[src/rtl/si_sat_downscaler_pkg.sv]
// Shared helpers for the signed-integer scaler family.
// Signed range limits for an n-bit two's-complement value.
package si_sat_downscaler_pkg;

  function automatic int si_max(input int n);
    return (1 << (n - 1)) - 1;
  endfunction

  function automatic int si_min(input int n);
    return -(1 << (n - 1));
  endfunction

endpackage

[src/rtl/si_round_shift.sv]
// Arithmetic right shift with round-half-up.
// One guard bit above N_IN keeps +max input from wrapping.
module si_round_shift #(
  parameter int N_IN  = 16,
  parameter int SHIFT = 4
) (
  input  logic signed [N_IN-1:0] x_i,
  output logic signed [N_IN:0]   r_o
);

  logic signed [N_IN:0] ext;
  assign ext = {x_i[N_IN-1], x_i};

  if (SHIFT == 0) begin : g_pass
    assign r_o = ext;
  end else begin : g_rnd
    localparam logic signed [N_IN:0] HALF =
      {{N_IN{1'b0}}, 1'b1} << (SHIFT - 1);
    logic signed [N_IN:0] sum;
    assign sum = ext + HALF;
    assign r_o = sum >>> SHIFT;
  end

endmodule

[src/rtl/si_sat_downscaler.sv]
// Two-stage narrowing pipeline: round-shift, then clamp to N_OUT.
// Counts saturated output transfers (sticky at max).
module si_sat_downscaler #(
  parameter int N_IN  = 16,
  parameter int N_OUT = 8,
  parameter int SHIFT = 4,
  parameter int CNT_W = 8
) (
  input  logic             clk,
  input  logic             rst,
  input  logic [N_IN-1:0]  in_data,
  input  logic             in_valid,
  output logic             in_ready,
  output logic [N_OUT-1:0] out_data,
  output logic             out_sat,
  output logic             out_valid,
  input  logic             out_ready,
  input  logic             clr_count,
  output logic [CNT_W-1:0] sat_count
);
  import si_sat_downscaler_pkg::*;

  localparam logic signed [N_IN:0] HI =
    (N_IN+1)'(si_max(N_OUT));
  localparam logic signed [N_IN:0] LO =
    (N_IN+1)'(si_min(N_OUT));
  localparam logic [CNT_W-1:0] CNT_MAX = '1;

  logic                    s1_valid_q, s1_valid_d;
  logic signed [N_IN:0]    s1_r_q, s1_r_d;
  logic                    ov_q, ov_d;
  logic [N_OUT-1:0]        od_q, od_d;
  logic                    os_q, os_d;
  logic [CNT_W-1:0]        cnt_q, cnt_d;

  logic signed [N_IN:0]    rs;
  logic [N_OUT-1:0]        clamp;
  logic                    clamp_sat;
  logic                    s1_adv, s2_adv;

  si_round_shift #(
    .N_IN  (N_IN),
    .SHIFT (SHIFT)
  ) u_rs (
    .x_i (in_data),
    .r_o (rs)
  );

  assign s2_adv   = ~ov_q | out_ready;
  assign s1_adv   = ~s1_valid_q | s2_adv;
  assign in_ready = s1_adv;

  always_comb begin
    clamp     = s1_r_q[N_OUT-1:0];
    clamp_sat = 1'b0;
    if (s1_r_q > HI) begin
      clamp     = HI[N_OUT-1:0];
      clamp_sat = 1'b1;
    end else if (s1_r_q < LO) begin
      clamp     = LO[N_OUT-1:0];
      clamp_sat = 1'b1;
    end
  end

  always_comb begin
    s1_valid_d = s1_valid_q;
    s1_r_d     = s1_r_q;
    ov_d       = ov_q;
    od_d       = od_q;
    os_d       = os_q;
    cnt_d      = cnt_q;
    if (s1_adv) begin
      s1_valid_d = in_valid;
      if (in_valid) s1_r_d = rs;
    end
    if (s2_adv) begin
      ov_d = s1_valid_q;
      if (s1_valid_q) begin
        od_d = clamp;
        os_d = clamp_sat;
      end
    end
    // Clear beats a same-cycle increment.
    if (clr_count) cnt_d = '0;
    else if (ov_q && out_ready && os_q && cnt_q != CNT_MAX)
      cnt_d = cnt_q + 1'b1;
  end

  always_ff @(posedge clk) begin
    if (rst) begin
      s1_valid_q <= 1'b0;
      s1_r_q     <= '0;
      ov_q       <= 1'b0;
      od_q       <= '0;
      os_q       <= 1'b0;
      cnt_q      <= '0;
    end else begin
      s1_valid_q <= s1_valid_d;
      s1_r_q     <= s1_r_d;
      ov_q       <= ov_d;
      od_q       <= od_d;
      os_q       <= os_d;
      cnt_q      <= cnt_d;
    end
  end

  assign out_valid = ov_q;
  assign out_data  = od_q;
  assign out_sat   = os_q;
  assign sat_count = cnt_q;

endmodule

[config.mk]
export PLATFORM = sky130hd
export DESIGN_NAME = si_sat_downscaler
export DESIGN_NICKNAME = d
export VERILOG_FILES = /design/src/rtl/si_sat_downscaler_pkg.sv /design/src/rtl/si_round_shift.sv /design/src/rtl/si_sat_downscaler.sv
export SDC_FILE = /design/constraint.sdc
export NUM_CORES = 1
export LEC_CHECK = 0
export ABC_AREA = 1
export CORE_UTILIZATION = 44
export DETAILED_ROUTE_END_ITERATION = 10
export HOLD_SLACK_MARGIN = 0.06
export PLACE_DENSITY = 0.71
export SLEW_MARGIN = 0
export SYNTH_ARGS = -nofsm -noshare
export SYNTH_HDL_FRONTEND = slang
export SYNTH_SLANG_ARGS = --single-unit
[constraint.sdc]
create_clock -name clk -period 1.2 [get_ports clk]
set_input_delay 0.24 -clock clk [delete_from_list [all_inputs] [get_ports clk]]
set_output_delay 0.24 -clock clk [all_outputs]
set_load 0.005 [all_outputs]
==> results of run 1 <==
## cell usage in the layout, fill, tap and decap left out
cell	instances
nand3_4	1
or2_2	1
clkinv_2	2
buf_6	4
nand3b_1	1
dlymetal6s2s_1	3
a21oi_1	22
a21oi_2	4
clkdlybuf4s50_1	6
nand2_4	4
clkbuf_8	6
buf_4	35
nand4_1	6
dfxtp_1	18
nor2_4	6
dfxtp_4	3
dlygate4sd2_1	24
clkbuf_2	3
o21bai_1	2
nor2_2	5
ha_2	1
nor3_2	1
xnor2_1	3
inv_4	1
o21ai_1	1
inv_2	3
nand2_1	65
nor3_1	1
ha_4	1
inv_1	29
and2_1	1
xor2_1	4
nor2_1	21
nand3_2	1
o21ai_0	7
nand2_2	14
or2_0	1
nand3_1	16
buf_12	2
dfxtp_2	11
## cell type report
class / count / area (um2) / area share [%]
timing repair buffer: 77 / 670.6 / 25.24
sequential: 32 / 665.6 / 25.05
clock inverter: 2 / 10.01 / 0.3766
clock buffer: 6 / 82.58 / 3.107
tap: 48 / 60.06 / 2.260
inverter: 33 / 126.4 / 4.755
multi-input combinational: 190 / 1042 / 39.22
## logic make-up after synthesis
group,synth area share (%)
simple gates,38.25
flops,37.59
buf+inv,8.223
fa+ha+maj,1.468
xor+xnor,3.598
compound gates,10.87
## power breakdown
part	total [W]	internal (W)	switching (W)
clock network	0.000846	0.000457	0.000389
registers	0.00115	0.00112	0.0000312
logic	0.000440	0.000216	0.000224
## registers in the layout (all words and copies together), names as in the netlist
signal,count
out_sat,1
sat_count,8
s1_valid_q,1
out_valid,1
out_data,8
s1_r_q,13
## worst min-delay path, stage by stage, from the launching register on
cell	delay [ns]
dfxtp_1	0.31
nand2_1	0.06
a21oi_1	0.05
## metal layers
layer / GRT usage [%] / part of all wire [%] / vias up
met4: 9.167 / 2.0 / 0
met2: 37.10 / 46 / 47
met3: 5.000 / 4.5 / 9
met1: 28.76 / 47 / 818
li1: - / - / 979
met5: 0 / 0 / -
## per-stage QoR
step           setup TNS [ns]  hold WS, ns  instances  worst slack (ns)
2_1_floorplan               0       0.4000        257          0.002135
3_3_place_gp           -9.900       0.4426        373           -0.3775
3_5_place_dp           -10.53       0.4526        373           -0.4112
4_1_cts                     0       0.4607        387          0.004758
5_1_grt               -0.1578       0.4873        388           -0.1062
6_report             -0.05783       0.4586        388          -0.05783
## timing repair
action,CTS,global route
setup endpoints to repair,41,21
cloned,1,0
pin swaps,10,10
gates resized for setup,56,33
hold buffers,0,0
setup buffers,6,1
## worst paths after layout
check,from,to,slack [ns]
max reg2reg,sat_count[1],sat_count[6],-0.06
min,out_data[1],out_data[1],0.46
max,sat_count[1],sat_count[6],-0.06
min reg2reg,out_data[1],out_data[1],0.46
==> flow_summary_export.csv, run 1 <==
group,metric,value,unit
global_route,grt_max_degree,12,
worst_setup_path,reg2reg_depth,5,
placement,io_buffer_count,36,
synthesis,synthTopCellsByCount,"76 x nand2_1, 32 x dfxtp_1, 30 x inv_1",
cts,cts_buffer_depth,2,
cts,clock_sink_count,32,
power,power,0.002435,W
floorplan,dieArea,4126,um2
sta,fmax,795.0,MHz
worst_setup_path,end_kind,"flip-flop",
synthesis,synth-seq-cells,32,
worst_setup_path,arrival,1.47,ns
drt,firstDrtPassIters,4,
outcome,run_status,"complete, but fails checks",
drt,via_per_inst,4.776,
cells_and_area,num-fill-cells,320,
synthesis,yosysWarnings,0,
worst_setup_path,cpLargestDelayFamily,"simple AND/OR/NAND/NOR gates",
placement,place_hpwl,3037,um
sta,setup_viol,1,
drt,dr.first_iter.drc_count,73,
floorplan,ios,40,
worst_setup_path,cpPeakStageDelay,0.36,ns
synthesis,yosysTopAreaCellShare,37.59,%
synthesis,synth.distinct_cells,27,
cells_and_area,utilization,72.05,%
synthesis,ys.flop_type,"dfxtp_1",
worst_setup_path,path_class,"reg2reg",
cells_and_area,final_layout_size_suffix_gt1_share,32.06,%
synthesis,async_flop_share,0,%
worst_setup_path,path_depth,5,
worst_setup_path,cp-start-kind,"flip-flop",
power,pwr_density_cell,916.3,nW/um2
worst_setup_path,critPathSlowestCell,"dfxtp_4",
placement,place_congestion,0.8104,
synthesis,synth.area.top_cells,"dfxtp_1 38%, nand2_1 17%, a21oi_1 7.6%, inv_1 6.6%, nor2_1 5.7%",
floorplan,start_util,46.20,%
drt,drtAntennaViolNets,0,
cts,numCtsBuffers,5,
sta,clock-skew-final,0.004592,ns
drt,wl,4280,um
placement,dpl_cell_area,2400,um2
floorplan,core,3689,um2
drt,route.detailed.drc,0,
min_path,hold-path-cell-count,2,
run,maxCapViolCount,0,
synthesis,ys_seq_area_share,37.59,%
sta,min_period,1.258,ns
power,total_leakage_power,1.295,nW
global_route,grt_first_pass_wirelength,7417,um
cts,htreeDepth,2,
synthesis,synth_edf_count,0,
synthesis,yosysMostFrequentCell,"nand2_1",
global_route,grt_pass1_vias,1758,
cts,cts_tree,"built",
cells_and_area,area_growth,55.95,%
cells_and_area,n_antenna_cell,0,
floorplan,rows,22,
sta,period_share,104.8,%
global_route,grt_overflow,0,
sta,finalWorstSetupSlack,-0.05783,ns
cells_and_area,fin_nets,362,
synthesis,synth.largest_area_cell,"dfxtp_1",
sta,max_slew_margin,80.57,%
worst_setup_path,critPathBufInv,0,
synthesis,syn_inst,257,
min_path,min_path_type,"reg2reg",
cts,clk-insertion-delay-late,0.28,ns
cells_and_area,finalInstanceArea,2658,um2
worst_setup_path,cp_cell_sequence,"ha_4 > nand2_4 > nor3_1 > nand4_1 > a21oi_2",
floorplan,die_w,64.24,um
synthesis,avgSynthCellArea,6.631,um2
sta,tightest_slew,0.2893,ns
cts,clockRootBuffer,"clkbuf_8",
power,peakVddDrop,0.5817,mV
sta,rsz0062_at_grt,"true",
sta,finalHoldViolCount,0,
cts,clk_pin_slew,0.06,ns
drt,wl_per_cell,11.03,um
sta,drv_slew,0,
drt,num_vias,1853,
worst_setup_path,path_max_fanout,3,
outcome,violations,"negative setup slack",
worst_setup_path,cp.required,1.41,ns
synthesis,synth_area,1704,um2
floorplan,die_y,64.24,um
global_route,grt_use_total,22.69,%
synthesis,synth_nets,280,
global_route,antenna_found_initial,0,
(Power assumes the default switching activity.)
==> inputs of run 2 (changes only) <==
Settings changed: ABC_AREA 1 to unset, CORE_UTILIZATION 44 to 45, PLACE_DENSITY 0.71 to 0.72, SYNTH_HIERARCHICAL set to 1.
==> run 2 against run 1 <==
Net effect: maximum frequency decreased by 14%; the run still ends with negative setup slack left; die area grew 0.62%; largest cell class unchanged; global-route usage grew 0.72 points; critical path depth decreased by 1; synthesized cell count fell by 16%; largest power group unchanged; critical endpoint is now out_data[3]; core utilization grew 11 points; highest routed layer unchanged; wire length is 47% higher; sequential cell count increased by 4.
==> flow_summary_export.csv, run 2 <==
group,metric,value,unit
sta,tightest_slew,0.3890,ns
synthesis,synth_area,1754,um2
worst_setup_path,cpPeakStageDelay,0.43,ns
cells_and_area,utilization,82.56,%
worst_setup_path,cp.required,1.38,ns
drt,dr.first_iter.drc_count,171,
drt,via_per_inst,5.715,
outcome,violations,"negative setup slack",
worst_setup_path,path_class,"reg2reg",
synthesis,avgSynthCellArea,8.159,um2
synthesis,yosysWarnings,6,
cts,cts_buffer_depth,2,
worst_setup_path,end_kind,"flip-flop",
worst_setup_path,path_max_fanout,4,
run,maxCapViolCount,0,
power,peakVddDrop,0.9480,mV
sta,fmax,684.3,MHz
cells_and_area,final_cell_mix,"46 x buf_4, 20 x nand3_1, 20 x dfxtp_1, 18 x a21oi_2, 16 x nand2_1",
floorplan,die_w,64.44,um
global_route,grt_pass1_vias,1746,
synthesis,ys.flop_type,"dfxtp_1",
synthesis,ys_seq_area_share,41.08,%
worst_setup_path,arrival,1.64,ns
min_path,min_path_type,"in2reg",
cts,cts_tree,"built",
synthesis,async_flop_share,0,%
drt,num_vias,2023,
placement,place_hpwl,3050,um
min_path,hold-path-cell-count,3,
cells_and_area,fin_nets,328,
global_route,antenna_found_initial,0,
synthesis,yosysTopAreaCellShare,41.08,%
power,total_leakage_power,1.351,nW
floorplan,ios,40,
drt,wl_per_cell,17.83,um
global_route,grt_max_degree,16,
placement,io_buffer_count,36,
synthesis,synth.distinct_cells,40,
sta,clock-skew-final,0.008252,ns
cells_and_area,num-fill-cells,236,
power,pwr_density_cell,902.9,nW/um2
cts,htreeDepth,2,
floorplan,rows,22,
cts,cts.hold.buffers_added,0,
synthesis,synthTopCellsByCount,"36 x dfxtp_1, 31 x nand2_1, 26 x nand3_1",
drt,wl,6311,um
drt,firstDrtPassIters,5,
cells_and_area,largest_reg_flops,17,
synthesis,synth.largest_area_cell,"dfxtp_1",
floorplan,start_util,47.56,%
sta,finalHoldViolCount,0,
cells_and_area,layout_commonest_cell,"buf_4",
global_route,grt_use_total,23.41,%
cts,clock_sink_count,36,
synthesis,synth_nets,238,
placement,dpl_cell_area,2495,um2
global_route,grt_first_pass_wirelength,7507,um
cts,clockRootBuffer,"clkbuf_8",
worst_setup_path,cp_cell_sequence,"nand2_1 > o31ai_4 > nand3b_1 > o32ai_1",
cells_and_area,n_antenna_cell,0,
cells_and_area,area_growth,73.61,%
synthesis,synth.area.top_cells,"dfxtp_1 41%, nand3_1 7.4%, nand2_1 6.6%, a21oi_1 6.3%, xor2_1 4.0%",
cells_and_area,top_register,"s1_r_q",
synthesis,synth-seq-cells,36,
sta,period_share,121.8,%
cts,clk-insertion-delay-late,0.30,ns
cells_and_area,finalInstanceArea,3045,um2
cells_and_area,multi_input_area,1272,um2
synthesis,yosysMostFrequentCell,"dfxtp_1",
cells_and_area,seq_area,753.2,um2
sta,max_slew_margin,74.02,%
worst_setup_path,reg2reg_depth,4,
drt,route.detailed.drc,0,
synthesis,synth_edf_count,0,
sta,setup_viol,34,
synthesis,syn_inst,215,
placement,place_congestion,0.8056,
sta,finalWorstSetupSlack,-0.2613,ns
floorplan,die_y,64.44,um
cts,numCtsBuffers,5,
floorplan,core,3689,um2
cts,clk_pin_slew,0.08,ns
sta,min_period,1.461,ns
sta,drv_slew,0,
worst_setup_path,critPathSlowestCell,"dfxtp_1",
outcome,run_status,"complete, but fails checks",
floorplan,dieArea,4152,um2
cells_and_area,final_layout_size_suffix_gt1_share,52.29,%
global_route,grt_overflow,0,
sta,rsz0062_at_grt,"true",
drt,drtAntennaViolNets,0,
worst_setup_path,cp-start-kind,"flip-flop",
[run 2: final cells by class]
type	count	area share, %
inverter	8	0.9860
clock buffer	6	2.383
clock inverter	2	0.4108
sequential	36	24.73
timing repair buffer	97	27.73
multi-input combinational	157	41.78
tap	48	1.972
[run 2: kinds of logic (layout without fill, tap and decap cells)]
group                      count (synthesis)  after routing  synth area share [%]
adders and majority gates                  2              2                 1.426
buffers and inverters                     22            113                 5.920
muxes                                      1              1                0.5706
and+or+nand+nor                           99             99                 28.67
AOI/OAI and AO/OA                         41             41                 15.34
DFF                                       36             36                 41.08
xor gates and xnor gates                  14             14                 6.990
[run 2: report_power, final]
group / internal (W) / leakage (nW) / total [W] / switching (W)
Combinational: 0.000291 / 1.01 / 0.000573 / 0.000282
Clock: 0.000406 / 0.0412 / 0.000867 / 0.000461
Sequential: 0.00125 / 0.304 / 0.00131 / 0.0000577
[run 2: metal layers]
metal / part of all wire (%) / routed length, um / up-vias / track usage, %
met3: 4.8 / 304 / 20 / 4.225
met2: 51 / 3221 / 89 / 39.74
met4: 3.3 / 208 / 0 / 11.39
met1: 41 / 2576 / 984 / 28.34
li1: - / - / 930 / -
met5: 0 / 0 / - / 0
[run 2: per-stage QoR]
step           cells  hold WS (ns)  TNS [ns]  power [W]  worst slack (ns)
2_1_floorplan    215        0.3455  -0.03551   0.001510          -0.01779
3_3_place_gp     330        0.4398    -16.09   0.001746           -0.5179
3_5_place_dp     330        0.4462    -16.70   0.001756           -0.5889
4_1_cts          347        0.4520    -2.656   0.002589           -0.2077
5_1_grt          354        0.4136    -5.936   0.002849           -0.3480
6_report         354        0.4005    -4.414   0.002750           -0.2613
[run 2: timing repair]
action,CTS,global route
pin swaps,24,52
cloned,0,1
setup endpoints to repair,52,40
buffers inserted,10,6
gates resized for setup,78,80
[run 2: final timing paths]
path / from / endpoint / slack, ns
setup / recovery: s1_r_q[11] / out_data[3] / -0.26
hold / removal: in_valid / s1_r_q[0] / 0.40
setup reg to reg: s1_r_q[11] / out_data[3] / -0.26
hold reg to reg: s1_r_q[2] / out_data[2] / 0.47
[run 2: worst max-delay path, delay by kind of cell (launching register included)]
family	cells	cell delay, ns
compound gates	2	0.53
simple gates	2	0.38
flops	1	0.43
